===== src/rtl/cpu_types_pkg.sv =====
// Shared MIPS datapath types: ALU ops, destination select and the ID/EX bundle.
package cpu_types_pkg;
   localparam int WORD_W = 32;

   typedef logic [WORD_W-1:0] word_t;
   typedef logic [4:0]        regbits_t;

   typedef enum logic [3:0] {
      ALU_SLL  = 4'd0,
      ALU_SRL  = 4'd1,
      ALU_ADD  = 4'd2,
      ALU_SUB  = 4'd3,
      ALU_AND  = 4'd4,
      ALU_OR   = 4'd5,
      ALU_XOR  = 4'd6,
      ALU_NOR  = 4'd7,
      ALU_SLT  = 4'd8,
      ALU_SLTU = 4'd9
   } aluop_t;

   typedef enum logic [1:0] {
      RD_RD = 2'd0,
      RD_RT = 2'd1,
      RD_RA = 2'd2
   } regdst_t;

   typedef struct packed {
      logic     valid;
      word_t    pc_plus4;
      word_t    rdat1;
      word_t    rdat2;
      word_t    imm32;
      logic [4:0] shamt;
      regbits_t rs;
      regbits_t rt;
      regbits_t rd;
      aluop_t   aluop;
      logic     alusrc;
      regdst_t  regdst;
      logic     memtoreg;
      logic     regwrite;
      logic     dREN;
      logic     dWEN;
      logic     branch;
      logic     jump;
      logic     halt;
   } idex_t;

   // All-zero encodes aluop=ALU_SLL and regdst=RD_RD, so a bubble is just zero.
   localparam idex_t IDEX_BUBBLE = '0;
endpackage


===== src/rtl/idex_stage_if.sv =====
// Decode-to-execute bundle plus hazard-unit feedback and perf counters.
interface idex_stage_if #(parameter int CNT_W = 16);
   import cpu_types_pkg::*;

   logic             en;
   logic             stall_lw;
   logic             flush;
   idex_t            id_in;
   idex_t            ex_out;
   logic [4:0]       IDEX_rs;
   logic [4:0]       IDEX_rt;
   logic [4:0]       IDEX_rd;
   logic             IDEX_RegWrite;
   logic             IDEX_dREN;
   logic             IDEX_dWEN;
   logic [CNT_W-1:0] bubble_cnt;
   logic [CNT_W-1:0] flush_cnt;

   modport stage (
      input  en, stall_lw, flush, id_in,
      output ex_out, IDEX_rs, IDEX_rt, IDEX_rd, IDEX_RegWrite, IDEX_dREN, IDEX_dWEN,
             bubble_cnt, flush_cnt
   );

   modport tb (
      output en, stall_lw, flush, id_in,
      input  ex_out, IDEX_rs, IDEX_rt, IDEX_rd, IDEX_RegWrite, IDEX_dREN, IDEX_dWEN,
             bubble_cnt, flush_cnt
   );
endinterface


===== src/rtl/idex_stage_sat_counter.sv =====
// Saturating up-counter with synchronous clear; sticks at all-ones.
module sat_counter #(
   parameter int CNT_W = 16
) (
   input  logic             clk_i,
   input  logic             clear_i,
   input  logic             inc_i,
   output logic [CNT_W-1:0] cnt_o
);
   logic [CNT_W-1:0] cnt_q, cnt_d;

   always_comb begin
      cnt_d = cnt_q;
      if (inc_i && (cnt_q != {CNT_W{1'b1}}))
         cnt_d = cnt_q + CNT_W'(1);
   end

   always_ff @(posedge clk_i) begin
      if (clear_i) cnt_q <= '0;
      else         cnt_q <= cnt_d;
   end

   assign cnt_o = cnt_q;
endmodule


===== src/rtl/idex_stage.sv =====
// ID/EX pipeline register: hold on !en, bubble on flush or load-use stall,
// otherwise capture decode. Exposes gated fields for the hazard unit.
module idex_stage
   import cpu_types_pkg::*;
#(
   parameter int CNT_W = 16
) (
   input  logic         CLK,
   input  logic         RST,
   idex_stage_if.stage  bus
);
   idex_t ex_q, ex_d;
   logic  flush_inc, bubble_inc;

   // Flush outranks stall; both are ignored while the pipe is held.
   always_comb begin
      ex_d = ex_q;
      if (bus.en) begin
         if (bus.flush)         ex_d = IDEX_BUBBLE;
         else if (bus.stall_lw) ex_d = IDEX_BUBBLE;
         else                   ex_d = bus.id_in;
      end
   end

   always_ff @(posedge CLK) begin
      if (RST) ex_q <= IDEX_BUBBLE;
      else     ex_q <= ex_d;
   end

   // Only a real instruction counts as squashed.
   assign flush_inc  = bus.en & bus.flush & bus.id_in.valid;
   assign bubble_inc = bus.en & ~bus.flush & bus.stall_lw;

   sat_counter #(.CNT_W(CNT_W)) u_bubble_cnt (
      .clk_i   (CLK),
      .clear_i (RST),
      .inc_i   (bubble_inc),
      .cnt_o   (bus.bubble_cnt)
   );

   sat_counter #(.CNT_W(CNT_W)) u_flush_cnt (
      .clk_i   (CLK),
      .clear_i (RST),
      .inc_i   (flush_inc),
      .cnt_o   (bus.flush_cnt)
   );

   always_comb begin
      case (ex_q.regdst)
         RD_RT:   bus.IDEX_rd = ex_q.rt;
         RD_RA:   bus.IDEX_rd = 5'd31;
         default: bus.IDEX_rd = ex_q.rd;
      endcase
   end

   assign bus.ex_out        = ex_q;
   assign bus.IDEX_rs       = ex_q.rs;
   assign bus.IDEX_rt       = ex_q.rt;
   assign bus.IDEX_RegWrite = ex_q.regwrite & ex_q.valid;
   assign bus.IDEX_dREN     = ex_q.dREN & ex_q.valid;
   assign bus.IDEX_dWEN     = ex_q.dWEN & ex_q.valid;
endmodule

===== src/flat_wrapper.sv =====
// flat-port wrapper written by rule: the top's interface ports become plain ports
module idex_stage_flat import cpu_types_pkg::*;
#(
   parameter int CNT_W = 16
)
  (CLK, RST, bus_en, bus_stall_lw, bus_flush, bus_id_in, bus_ex_out, bus_IDEX_rs, bus_IDEX_rt, bus_IDEX_rd, bus_IDEX_RegWrite, bus_IDEX_dREN, bus_IDEX_dWEN, bus_bubble_cnt, bus_flush_cnt);
  idex_stage_if #(.CNT_W(CNT_W)) bus_i ();
  input  logic CLK;
  input  logic RST;
  input wire logic [$bits(bus_i.en)-1:0] bus_en;
  input wire logic [$bits(bus_i.stall_lw)-1:0] bus_stall_lw;
  input wire logic [$bits(bus_i.flush)-1:0] bus_flush;
  input wire logic [$bits(bus_i.id_in)-1:0] bus_id_in;
  output wire logic [$bits(bus_i.ex_out)-1:0] bus_ex_out;
  output wire logic [$bits(bus_i.IDEX_rs)-1:0] bus_IDEX_rs;
  output wire logic [$bits(bus_i.IDEX_rt)-1:0] bus_IDEX_rt;
  output wire logic [$bits(bus_i.IDEX_rd)-1:0] bus_IDEX_rd;
  output wire logic [$bits(bus_i.IDEX_RegWrite)-1:0] bus_IDEX_RegWrite;
  output wire logic [$bits(bus_i.IDEX_dREN)-1:0] bus_IDEX_dREN;
  output wire logic [$bits(bus_i.IDEX_dWEN)-1:0] bus_IDEX_dWEN;
  output wire logic [$bits(bus_i.bubble_cnt)-1:0] bus_bubble_cnt;
  output wire logic [$bits(bus_i.flush_cnt)-1:0] bus_flush_cnt;
  assign bus_i.en = bus_en;
  assign bus_i.stall_lw = bus_stall_lw;
  assign bus_i.flush = bus_flush;
  assign bus_i.id_in = bus_id_in;
  assign bus_ex_out = bus_i.ex_out;
  assign bus_IDEX_rs = bus_i.IDEX_rs;
  assign bus_IDEX_rt = bus_i.IDEX_rt;
  assign bus_IDEX_rd = bus_i.IDEX_rd;
  assign bus_IDEX_RegWrite = bus_i.IDEX_RegWrite;
  assign bus_IDEX_dREN = bus_i.IDEX_dREN;
  assign bus_IDEX_dWEN = bus_i.IDEX_dWEN;
  assign bus_bubble_cnt = bus_i.bubble_cnt;
  assign bus_flush_cnt = bus_i.flush_cnt;
  idex_stage #(.CNT_W(CNT_W)) u_core (.CLK(CLK), .RST(RST), .bus(bus_i));
endmodule

===== config.mk =====
export PLATFORM = sky130hd
export DESIGN_NAME = idex_stage_flat
export DESIGN_NICKNAME = d
export VERILOG_FILES = /design/src/rtl/cpu_types_pkg.sv /design/src/rtl/idex_stage_if.sv /design/src/rtl/idex_stage_sat_counter.sv /design/src/rtl/idex_stage.sv /design/src/flat_wrapper.sv
export SDC_FILE = /design/constraint.sdc
export NUM_CORES = 1
export LEC_CHECK = 0
export ABC_AREA = 1
export BUFFER_PORTS_ARGS = -buffer_cell sky130_fd_sc_hd__buf_2
export CORE_ASPECT_RATIO = 0.5
export CORE_MARGIN = 5
export CORE_UTILIZATION = 37
export CTS_CLUSTER_DIAMETER = 50
export DETAILED_ROUTE_END_ITERATION = 16
export PLACE_DENSITY = 0.66
export SLEW_MARGIN = 40
export SYNTH_ARGS = -nofsm -noshare
export SYNTH_HDL_FRONTEND = slang
export SYNTH_SLANG_ARGS = --single-unit
export TNS_END_PERCENT = 50

===== constraint.sdc =====
create_clock -name CLK -period 1.8 [get_ports CLK]
set_input_delay 0.09 -clock CLK [delete_from_list [all_inputs] [get_ports CLK]]
set_output_delay 0.09 -clock CLK [all_outputs]
set_load 0.01 [all_outputs]

Yosys cells after proc, flatten, opt, wreduce, memory -nomap -nowiden

Index checks and enable logic that the tools add are counted.

Input bits: 168
Word-level logic and storage cells: 40
Flip-flop bits (word level): 195
Output and inout bits: 213

Bitwise gates (word level): 8
Reduce and logical (&&, ||, !) cells: 2
$add $sub $neg: 2
Muxes and demuxes: 3
Equality and inequality tests: 4

Operators with widths:

| cell                  | number |
|---|---|
| $mux 163              | 2 |
| $add 16x1->16 const B | 2 |
| $ne 16x16->1 const B  | 2 |
| $pmux 5 s2            | 1 |
| $and 1x1->1           | 7 |
| $eq 2x1->1 const B    | 1 |
| $eq 2x2->1 const B    | 1 |
| $logic_and 1x1->1     | 2 |
| $not 1->1             | 1 |

Logic depth before layout (Yosys ltp)

Gate-level depths: netlist of run 1.

Word-level depth: 4
Mapped depth: 10
Gate-level depth less buffers: 10

Cells and area by module

From an unflattened synthesis of run 1, not the netlist that was laid out.

Cells, all modules: 1,110
Area total of the unflattened synthesis: 8,110.3 µm²

Modules (own cells, without submodules):

| module      | cells each | area each (µm²) | times used | seq. area each (µm²) |
|---|---|---|---|---|
| idex_stage  | 812        | 6,251.0         | 1          | 3,263.1 |
| sat_counter | 149        | 929.6           | 2          | 320.3 |

Least setup slack after synthesis of run 1

No wires, ideal clock.

Kind: register to register
Start: register u_core.u_flush_cnt.cnt_q[0] (netlist: u_core.u_flush_cnt.cnt_o[0])
End: register u_core.u_flush_cnt.cnt_q[8] (netlist: u_core.u_flush_cnt.cnt_o[8])
Setup slack: 0.343 ns
Library setup time: 0.116 ns
Buffers on the path: 0
Stages on the path, launching flop included: 9
Clock period less this slack: 1.457 ns
Arrival: 1.341 ns
Cells stage by stage: dfxtp_1 -> ha_1 -> nand2_1 -> nor2_1 -> nand2_4 -> nor2_2 -> nand2_1 -> o21ai_1 -> a21oi_1

Cells in the longest elaborated chain, start to end: 2
Elaborated cells on any way between the ends: 3
Those cells by class: add/sub: 1; eq/ne: 1; reduce/logical: 1

Ends and longest elaborated chain:

| item                                                  | RTL line                     | source |
|---|---|---|
| start: declaration                                    | idex_stage_sat_counter.sv:10 | `logic [CNT_W-1:0] cnt_q, cnt_d;` |
| start signal: assignment                              | idex_stage_sat_counter.sv:20 | `else cnt_q <= cnt_d;` |
| branches (longest 2 deep; another with $add 16x1->16) | -                            |  |

Parallel ways; which one is timed is not known.
A chain may end at the register's enable or synchronous reset.

Worst setup path after layout of run 1

Start: register u_core.ex_q, in the netlist u_core.bus.ex_out[8]
End: output bus_IDEX_rd[0]

Cells in the longest elaborated chain, start to end: 2
Elaborated cells on any way between the ends: 3
Those cells by class: eq/ne: 2; mux: 1

Ends and longest elaborated chain:

| item                                     | RTL line           | source |
|---|---|---|
| start: declaration                       | idex_stage.sv:12   | `idex_t ex_q, ex_d;` |
| start signal: assignment                 | idex_stage.sv:26   | `if (RST) ex_q <= IDEX_BUBBLE;` |
| start signal: assignment                 | idex_stage.sv:27   | `else ex_q <= ex_d;` |
| $eq 2x2->1 or $eq 2x1->1 (tied branches) | idex_stage.sv:49   | `case (ex_q.regdst)` |
| $pmux 5 s2 (*)                           | idex_stage.sv:49   |  |
| end: declaration                         | flat_wrapper.sv:17 | `output wire logic [$bits(bus_i.IDEX_rd)-1:0] bus_IDEX_rd;` |

Every way passes the cells marked *; elsewhere a longest branch is shown, timed or not.

==> reports/metrics.cfg, run 1 <==
[place]
dp_hpwl_um=18600
globalplace.congestion=0.912
place_ws_ps=258
port_buffers=380

[route]
post-route-drc-count=0
via_count=9054
post_drt_wl_per_cell_um=15.6
firstDrtPassIters=6
ant_nets=0
vias_per_cell=4.91
drtIter0Drc=609
wirelength_um=28700

[die]
rows=37
die_x_um=217
core_area_mm2=0.0208
die-area_mm2=0.0246
start_util_pct=38.1
fp.dieH_um=114
ios=381

[sta]
clock_skew_ps=9.97
drv_slew=0
hold_violations=0
min_period_ps=1740
worst_slew_pin_slew_ps=568
setup_tns_ps=0
post-route-period-util_pct=96.9
fin_ws_ps=55.7
clock.fmax_ghz=0.573
relSlewSlack_pct=62.1
setup_violations=0

[critical_path]
setup.worst_path.end_class=primary output
path_cells=inv_1 -> ha_1 -> a21oi_2 -> o21ai_1 -> buf_2
critPathLaunchType=register
crit_required_ps=1710
worst-setup-path-type=reg2out
max_stage_delay_ps=380
crit_arrival_ps=1650
timing.rr.end=u_core.u_flush_cnt.cnt_o[2]$_SDFFE_PP0P_
timing.rr.start=u_core.u_flush_cnt.cnt_o[0]$_SDFFE_PP0P_
r2r_cells=8
rrSetupSlack_ps=210
cp_max_fo=5
worstSetupStartpoint=u_core.bus.ex_out[8]$_SDFFE_PP0P_
crit_end=bus_IDEX_rd[0]
critical-path-slowest-cell=dfxtp_2

[grt]
grt_max_degree=134
antenna_found_initial=0
grt_pass1_vias=8915
grt_use_total_pct=22.5
grt_first_pass_wirelength_um=45600
grt_remaining_overflow=0

[layout]
diodes=0
final_core_util_pct=58.8
drive_gt1_share_pct=28.5
area_delta_synth_final_pct=54.2
layout.nets=1731

[yosys]
synth_cell_types=30
synthCells=1068
synthesis.area_mm2=0.00793
yosys_register_bits=195
synth_fp_nets=1240
yosys_warnings=0
yosysSeqAreaShare_pct=49.2
syn_area_per_cell_um2=7.42

[power]
p_per_area_mw_per_mm2=826
p_clk_share_pct=39.3
p_int_w=0.00750
leakagePower_nw=5.62
p_comb_share_pct=14.7
p_seq_share_pct=46.0
p_switching_w=0.00260
vdd.ir_drop.worst_mv=0.651
p_total_w=0.0101
switching_share_pct=25.7

[clocking]
clk_path_buf_depth=2
post_cts_buffers=0
clkTransAtPathRegs_ps=70
cts_root_buf=clkbuf_16
cts.sinks=195
worstSkewPairLatency_ps=450
numCtsBuffers=17
cts_tree=built
ctsHtreeMaxLevel=4

[job]
maxCapViolCount=0

[hold_path]
worst_hold_path.num_cells=4
hold_class=in2reg

[run_status]
status=finished clean

==> critical path, delay by kind of cell, from the launching register on <==
kind / cells / cell delay, ps
flops: 1 / 380
compound gates: 2 / 350
fa+ha+maj: 1 / 260
buf+inv: 2 / 220
==> repair_timing <==
action / in CTS / in global routing
resized for setup: 2 / 6
hold endpoints to repair: 166 / 0
hold buffers: 166 / 0
setup endpoints to repair: 2 / 6
==> layout by cell type (no fill, tap or decap), drive strengths merged, types with 2 or more instances in the layout <==
| cell type | synthesis | final |
|---|---|---|
| ha | 4 | 4 |
| clkinv | 1 | 4 |
| a211oi | 2 | 2 |
| nand3 | 23 | 23 |
| inv | 36 | 38 |
| dlygate4sd3 | 0 | 166 |
| clkinvlp | 0 | 3 |
| a21oi | 180 | 180 |
| nor3 | 3 | 3 |
| o21ai | 172 | 172 |
| nor2 | 94 | 94 |
| clkbuf | 50 | 21 |
| buf | 35 | 390 |
| nand2 | 267 | 267 |
| dfxtp | 195 | 195 |
| nand4 | 2 | 2 |
| bufinv | 0 | 3 |
==> layout make-up <==
type                       count  area, um2
fill                        1779       8560
clock inverter                11        151
inverter                      37        143
sequential                   195       3910
multi-input combinational    751       3490
clock buffer                  20        457
tap                          273        342
timing repair buffer         557       3740
==> cells by family after synthesis <==
kind of cell | count (synthesis) | share of synthesized area [%]
buffers and inverters | 122 | 7.04
and+or+nand+nor | 391 | 20.5
DFF | 195 | 49.2
AOI/OAI and AO/OA | 356 | 22.6
adders and majority gates | 4 | 0.631
==> state kept, by name, indices dropped and copies added, names as in the netlist <==
register,flops
u_core.bus.ex_out,153
u_core.u_bubble_cnt.cnt_o,16
u_core.u_flush_cnt.cnt_o,16
u_core.bus.IDEX_rs,5
u_core.bus.IDEX_rt,5
==> power groups by stage <==
stage / Sequential, W / Clock [W] / Combinational [W]
finish: 0.00465 / 0.00397 / 0.00148
global route: 0.00467 / 0.00425 / 0.00162
global placement: 0.00473 / 0 / 0.00115
floorplan: 0.00483 / 0 / 0.000508
CTS: 0.00464 / 0.00405 / 0.00146
detailed placement: 0.00474 / 0 / 0.00117
==> worst min path at each step <==
stage / from / endpoint / slack, ps
floorplan: RST / u_core.bus.ex_out[162]$_SDFFE_PP0P_ / 160
global placement: bus_id_in[150] / u_core.bus.ex_out[150]$_SDFFE_PP0P_ / 340
detailed placement: bus_id_in[127] / u_core.bus.ex_out[127]$_SDFFE_PP0P_ / 340
CTS: bus_stall_lw / u_core.bus.ex_out[4]$_SDFFE_PP0P_ / 50
global route: bus_stall_lw / u_core.bus.ex_out[4]$_SDFFE_PP0P_ / 80
finish: bus_stall_lw / u_core.bus.ex_out[4]$_SDFFE_PP0P_ / 70
==> routing by layer <==
layer | up-vias | global-route usage, % | wire length [um]
li1 | 4499 | - | -
met1 | 4161 | 25.2 | 11300
met4 | 0 | 10.4 | 1180
met5 | - | 0 | 0
met3 | 93 | 6.13 | 1680
met2 | 301 | 40.2 | 14600
==> synthesized netlist by cell type <==
master	count	area, um2
nand2_1	261	980
dfxtp_1	195	3900
a21oi_1	180	901
o21ai_0	169	846
nor2_1	85	319
clkbuf_1	50	188
inv_1	34	128
buf_2	21	105
nand3_1	19	95.1
buf_4	11	82.6
nor2_4	5	56.3
ha_1	4	50.1
nand2_2	4	25.0
nand3_2	3	30.0
nor2_2	3	18.8
nor3_1	3	15.0
o21ai_1	3	15.0
a211oi_1	2	15.0
buf_6	2	22.5
inv_2	2	7.51
nand2_4	2	22.5
nand4_1	2	12.5
a31oi_1	1	6.26
buf_12	1	20.0
clkinv_2	1	5.00
nand3_4	1	17.5
nand3b_1	1	7.51
nor2_8	1	20.0
o21bai_1	1	7.51
or2_2	1	6.26
==> metrics by stage <==
stage / instances / instance area, um2 / hold WS [ps]
final: 1844 / 12200 / 74.0
after global placement: 1647 / 9930 / 337
after CTS: 1844 / 12200 / 49.0
after detailed placement: 1647 / 9930 / 344
after global routing: 1844 / 12200 / 80.3
after floorplan: 1068 / 7930 / 159
(Power assumes the default switching activity.)
==> run 2: changes to the inputs <==
Settings changed: CTS_BUF_LIST set to sky130_fd_sc_hd__clkbuf_16.
==> run 2 against run 1 <==
Compared with the run above: cell count is the same; sequential power is essentially flat; register-to-register slack is essentially flat; worst hold slack lost 1.7 ps; flip-flop and latch count is the same; largest cell class unchanged; combinational power is essentially flat; first-iteration DRC count grew 12%; critical path depth is the same; largest power group unchanged.
==> reports/metrics.cfg, run 2 (synthesis gave the netlist of run 1 again) <==
[run_status]
status=finished clean

[clocking]
post_cts_buffers=0  ; unchanged
clkTransAtPathRegs_ps=70  ; about the same
cts_tree=built
numCtsBuffers=17  ; unchanged
clk_path_buf_depth=2  ; unchanged
ctsHtreeMaxLevel=4  ; unchanged
cts.sinks=195  ; unchanged
cts_root_buf=clkbuf_16
worstSkewPairLatency_ps=450  ; about the same

[sta]
worst_slew_pin_slew_ps=569  ; +0.908 ps
relSlewSlack_pct=62.1  ; about the same
clock_skew_ps=7.74  ; -2.22 ps
hold_violations=0  ; unchanged
post-route-period-util_pct=96.8  ; about the same
min_period_ps=1740  ; -1.44 ps
setup_violations=0  ; unchanged
drv_slew=0  ; unchanged
clock.fmax_ghz=0.574  ; about the same

[layout]
final_cell_area_mm2=0.0122  ; -0.16%
area_delta_synth_final_pct=54.0
largest_register_ffs=153  ; unchanged
final_common_cell=buf_2
final_core_util_pct=58.7  ; -0.096 points
diodes=0  ; unchanged
layout.nets=1731  ; unchanged
drive_gt1_share_pct=28.4  ; -0.13 points
final_cell_mix=buf_2 (378), nand2_1 (261), dfxtp_1 (194)

[die]
core_area_mm2=0.0208  ; unchanged
fp.dieH_um=114  ; unchanged
start_util_pct=38.1  ; unchanged
die_x_um=217  ; unchanged
ios=381  ; unchanged
rows=37  ; unchanged
die-area_mm2=0.0246  ; unchanged

[critical_path]
critPathLaunchType=register
max_stage_delay_ps=380  ; about the same
setup.worst_path.end_class=primary output
rrSetupSlack_ps=200  ; about the same
critical-path-slowest-cell=dfxtp_2
cp_max_fo=5  ; unchanged
timing.rr.start=u_core.u_flush_cnt.cnt_o[1]$_SDFFE_PP0P_
worst-setup-path-type=reg2out
timing.rr.end=u_core.u_flush_cnt.cnt_o[2]$_SDFFE_PP0P_
crit_required_ps=1710  ; about the same
crit_arrival_ps=1650  ; about the same
path_cells=inv_1 -> ha_1 -> a21oi_2 -> o21ai_0 -> buf_2
r2r_cells=8  ; unchanged

[power]
leakagePower_nw=5.61  ; -0.13%
vdd.ir_drop.worst_mv=0.651  ; about the same
p_total_w=0.0100  ; -0.87%
p_per_area_mw_per_mm2=820  ; -0.70%

[hold_path]
worst_hold_path.num_cells=4  ; unchanged
hold_end=u_core.bus.ex_out[4]$_SDFFE_PP0P_
hold_class=in2reg
min_from=bus_stall_lw

[route]
wirelength_um=28900  ; +0.57%
post_drt_wl_per_cell_um=15.7  ; +0.57%
post-route-drc-count=0  ; unchanged
ant_nets=0  ; unchanged
drtIter0Drc=681  ; +12%
vias_per_cell=4.92  ; +0.14%
firstDrtPassIters=5  ; -1
via_count=9067  ; +0.14%

[place]
port_buffers=380  ; unchanged
dpl-instance-area_mm2=0.00993  ; unchanged
dp_hpwl_um=18600  ; unchanged
globalplace.congestion=0.912  ; unchanged

[job]
maxCapViolCount=0  ; unchanged

[grt]
grt_first_pass_wirelength_um=45700  ; +0.26%
antenna_found_initial=0  ; unchanged
grt_pass1_vias=8962  ; +0.53%
grt_max_degree=134  ; unchanged
grt_remaining_overflow=0  ; unchanged
grt_use_total_pct=22.5  ; +0.078 points

run 2: cell count changes in the layout (fill, tap and decap cells not counted):
cell	delta
clkbuf_8	-2
clkinv_1	+2
clkbuf_1	-1
inv_1	+1
run 2: worst max path at each step:
stage                     depth (start not counted)                                      start  slack (ps)                                   endpoint
after floorplan                                   8   u_core.u_flush_cnt.cnt_o[0]$_SDFFE_PP0P_         340   u_core.u_flush_cnt.cnt_o[8]$_SDFFE_PP0P_
after global routing                              5          u_core.bus.ex_out[8]$_SDFFE_PP0P_         -20                             bus_IDEX_rd[2]
after CTS                                         5          u_core.bus.ex_out[8]$_SDFFE_PP0P_           9                             bus_IDEX_rd[2]
final                                             5          u_core.bus.ex_out[8]$_SDFFE_PP0P_          60                             bus_IDEX_rd[2]
after detailed placement                          9  u_core.u_bubble_cnt.cnt_o[0]$_SDFFE_PP0P_         260  u_core.u_bubble_cnt.cnt_o[1]$_SDFFE_PP0P_
after global placement                            8   u_core.u_flush_cnt.cnt_o[0]$_SDFFE_PP0P_         310   u_core.u_flush_cnt.cnt_o[8]$_SDFFE_PP0P_
run 2: timing repair:
item | in CTS | in global routing
hold buffers | 166 | 0
endpoints found under the hold margin | 166 | 0
resized for setup | 2 | 6
endpoints found under the setup margin | 2 | 6
run 2: area by class of cell:
class                           instances  area [um2]
Timing Repair Buffer                  557        3740
Inverter                               37         143
Fill cell                            1792        8580
Multi-Input combinational cell        751        3490
Clock inverter                         14         163
Clock buffer                           17         425
Tap cell                              273         342
Sequential cell                       195        3910
run 2: worst max-delay path: cells and delay by family, from the launching register on:
family                     cells  cell delay, ps
buffers and inverters          2             220
DFF                            1             380
AOI/OAI and AO/OA              2             350
adders and majority gates      1             260
run 2: power breakdown:
part | switching [W] | total [W] | internal [W] | leakage (nW)
Combinational | 0.000776 | 0.00149 | 0.000712 | 3.72
Sequential | 0.000120 | 0.00465 | 0.00453 | 1.60
Clock | 0.00171 | 0.00388 | 0.00217 | 0.283
run 2: per-stage QoR:
stage               setup TNS [ps]  setup WS, ps  hold slack [ps]  std cells
floorplan                        0           343              159       1068
global placement                 0           313              337       1647
detailed placement               0           258              344       1647
CTS                              0          9.20             49.0       1844
global route                 -23.9         -20.0             80.1       1844
finish                           0          57.2             72.3       1844
run 2: metal layers:
layer | up-vias | GRT usage, % | share of wire, %
met4 | 0 | 11.0 | 4.3
met5 | - | 0 | 0
met1 | 4158 | 25.2 | 39
met3 | 98 | 6.28 | 6.1
li1 | 4497 | - | -
met2 | 314 | 40.1 | 50
==> run 3: changes to the inputs <==
Settings changed: ABC_AREA 1 to unset.
==> run 3 against run 2 <==
Compared with the run above: global-route usage shrank 0.60 points; cell count shrank 6.2%; flip-flop and latch count is the same; area after synthesis shrank 0.84%; routed wire length shrank 2.8%; register-to-register slack lost 80 ps; critical endpoint is now u_core.u_flush_cnt.cnt_o[4]$_SDFFE_PP0P_.
==> reports/metrics.cfg, run 3 <==
[run_status]
status=finished clean

[die]
die_x_um=216  ; -0.40%
ios=381  ; unchanged
start_util_pct=37.9  ; -0.23 points
die-area_mm2=0.0244  ; -0.78%
fp.dieH_um=113  ; -0.38%
rows=37  ; unchanged
core_area_mm2=0.0207  ; -0.22%

[critical_path]
worstSetupStartpoint=u_core.u_flush_cnt.cnt_o[0]$_SDFFE_PP0P_
timing.rr.start=u_core.u_flush_cnt.cnt_o[0]$_SDFFE_PP0P_
crit_end=u_core.u_flush_cnt.cnt_o[4]$_SDFFE_PP0P_
critPathLaunchType=register
worst-setup-path-type=reg2reg
setup.worst_path.end_class=register
crit_required_ps=2180  ; +470 ps
cp_max_fo=15  ; +10
rrSetupSlack_ps=120  ; -80 ps
timing.rr.end=u_core.u_flush_cnt.cnt_o[4]$_SDFFE_PP0P_
r2r_cells=6  ; -2
crit_arrival_ps=2060  ; +410 ps

[power]
p_per_area_mw_per_mm2=751  ; -8.5%
p_total_w=0.00917  ; -8.4%
vdd.ir_drop.worst_mv=0.570  ; -12%
leakagePower_nw=5.61  ; about the same

[clocking]
worstSkewPairLatency_ps=440  ; about the same
ctsHtreeMaxLevel=4  ; unchanged
cts.sinks=195  ; unchanged
cts_tree=built
clk_path_buf_depth=2  ; unchanged
numCtsBuffers=17  ; unchanged
post_cts_buffers=0  ; unchanged
cts_root_buf=clkbuf_16
clkTransAtPathRegs_ps=70  ; about the same

[route]
via_count=8551  ; -5.7%
firstDrtPassIters=5  ; unchanged
drtIter0Drc=703  ; +3.2%
ant_nets=0  ; unchanged
vias_per_cell=4.95  ; +0.58%
wirelength_um=28100  ; -2.8%
post_drt_wl_per_cell_um=16.2  ; +3.6%
post-route-drc-count=0  ; unchanged

[layout]
final_common_cell=buf_2
layout.nets=1616  ; -6.6%
drive_gt1_share_pct=30.2  ; +1.9 points
final_core_util_pct=58.9  ; +0.17 points
largest_register_ffs=153  ; unchanged
final_cell_mix=buf_2 (378), dfxtp_1 (193), a21oi_1 (188)
area_delta_synth_final_pct=55.4

[yosys]
synthCells=938  ; -12%
yosys_register_bits=195  ; unchanged
synth_top_area_share_pct=49.7  ; +0.42 points
synthesis.area_mm2=0.00786  ; -0.84%
ys_top_cells_by_area=dfxtp_1 (50%), nor2b_1 (13%), a21oi_1 (12%)
syn_area_per_cell_um2=8.38  ; +13%
synthFlopType=dfxtp_1
synth_edf_count=0  ; unchanged
synth_fp_nets=1110  ; -10%
synth_top_area_cell=dfxtp_1
postSynth.asyncResetShare_pct=0  ; unchanged
yosys_warnings=0  ; unchanged
yosysSeqAreaShare_pct=49.7  ; +0.42 points
synth_cell_types=47  ; +57%
synth.most_common_cell=dfxtp_1
synthTopCellsByCount=dfxtp_1 (195), a21oi_1 (188), nor2_1 (173), nor2b_1 (165), clkbuf_1 (47)

[job]
maxCapViolCount=0  ; unchanged

[place]
port_buffers=380  ; unchanged
dp_hpwl_um=18000  ; -3.1%
globalplace.congestion=0.843  ; -7.6%

[grt]
antenna_found_initial=1  ; +1
grt_max_degree=96  ; -28%
grt_pass1_vias=8553  ; -4.6%
grt_use_total_pct=21.9  ; -0.60 points
grt_remaining_overflow=0  ; unchanged
grt_first_pass_wirelength_um=43900  ; -4.0%

[sta]
clock.fmax_ghz=0.594  ; +3.5%
relSlewSlack_pct=51.8  ; -10 points
worst_slew_pin_slew_ps=722  ; +154 ps
setup_tns_ps=0  ; unchanged
setup_violations=0  ; unchanged
clock_skew_ps=4.82  ; -2.92 ps
grt_setup_unrepaired=false
hold_violations=0  ; unchanged
drv_slew=0  ; unchanged
min_period_ps=1680  ; -59.1 ps
post-route-period-util_pct=93.5  ; -3.3 points

[hold_path]
hold_class=in2reg

[run 3: changes by cell type in the layout (fill, tap and decap cells not counted), sizes merged, moves of 5 or more]
cell / change
and4: +5
buf: +9
o31ai: +11
nand2: -254
o21ai: -158
nor2b: +165
nand3: -12
and2: +6
inv: -34
or3: +8
nand4: +11
a21oi: +8
nor2: +79
or4: +11
[run 3: power by group]
group          leakage (nW)  switching, W  internal (W)
clock                 0.266       0.00166       0.00200
sequential             1.58     0.0000493       0.00440
combinational          3.77      0.000492      0.000562
total                  5.61       0.00220       0.00697
[run 3: repair_timing]
item,in CTS,in global routing
setup endpoints to repair,2,12
gates resized for setup,3,6
endpoints found under the hold margin,163,0
hold buffers,163,0
[run 3: kinds of logic after synthesis]
kind of cell               after synthesis  share of synthesized area (%)
xor gates and xnor gates                 2                          0.223
buffers and inverters                   80                           4.60
DFF                                    195                           49.7
adders and majority gates                4                          0.637
muxes                                    5                          0.684
and+or+nand+nor                        429                           29.0
AOI/OAI and AO/OA                      223                           15.2
[run 3: area by class of cell]
type	instances	area, um2
clock buffers	17	425
fillers	1767	8520
well taps	273	342
clock inverters	13	120
multi-input cells	663	3640
diodes	1	2.50
repair buffers	562	3760
inverters	5	18.8
flip-flops and latches	195	3910
[run 3: worst max-delay path, cell delays in order (launching register included)]
cell and delay, ps:
dfxtp_1 340, ha_1 250, nand4_1 160, nor4b_2 70, buf_4 190, or4_1 470
a21oi_1 140
[run 3: worst min path at each step]
| stage | endpoint | start | cells past startpoint |
|---|---|---|---|
| after floorplan | u_core.bus.ex_out[0]$_SDFFE_PP0P_ | bus_id_in[0] | 2 |
| after global placement | u_core.bus.ex_out[72]$_SDFFE_PP0P_ | bus_id_in[72] | 3 |
| after detailed placement | u_core.bus.ex_out[51]$_SDFFE_PP0P_ | bus_id_in[51] | 3 |
| after CTS | u_core.bus.ex_out[67]$_SDFFE_PP0P_ | bus_en | 4 |
| after global routing | u_core.bus.ex_out[67]$_SDFFE_PP0P_ | bus_en | 4 |
| final | u_core.bus.ex_out[67]$_SDFFE_PP0P_ | bus_en | 4 |
[run 3: metal layers]
metal,vias to the layer above,wire (um),GRT usage (%)
met1,4082,11300,24.9
met2,260,14700,40.0
met3,71,1180,4.04
met4,0,933,11.0
met5,-,0,0
li1,4138,-,-
[run 3: stage by stage]
step | cells | hold WS [ps] | setup WS (ps) | instance area (um2)
floorplan | 938 | 229 | 63.8 | 7860
global placement | 1533 | 313 | 170 | 9950
CTS | 1728 | 67.6 | 28.0 | 12200
global route | 1729 | 103 | 4.99 | 12200
detailed placement | 1535 | 321 | 70.6 | 9990
finish | 1729 | 93.9 | 116 | 12200
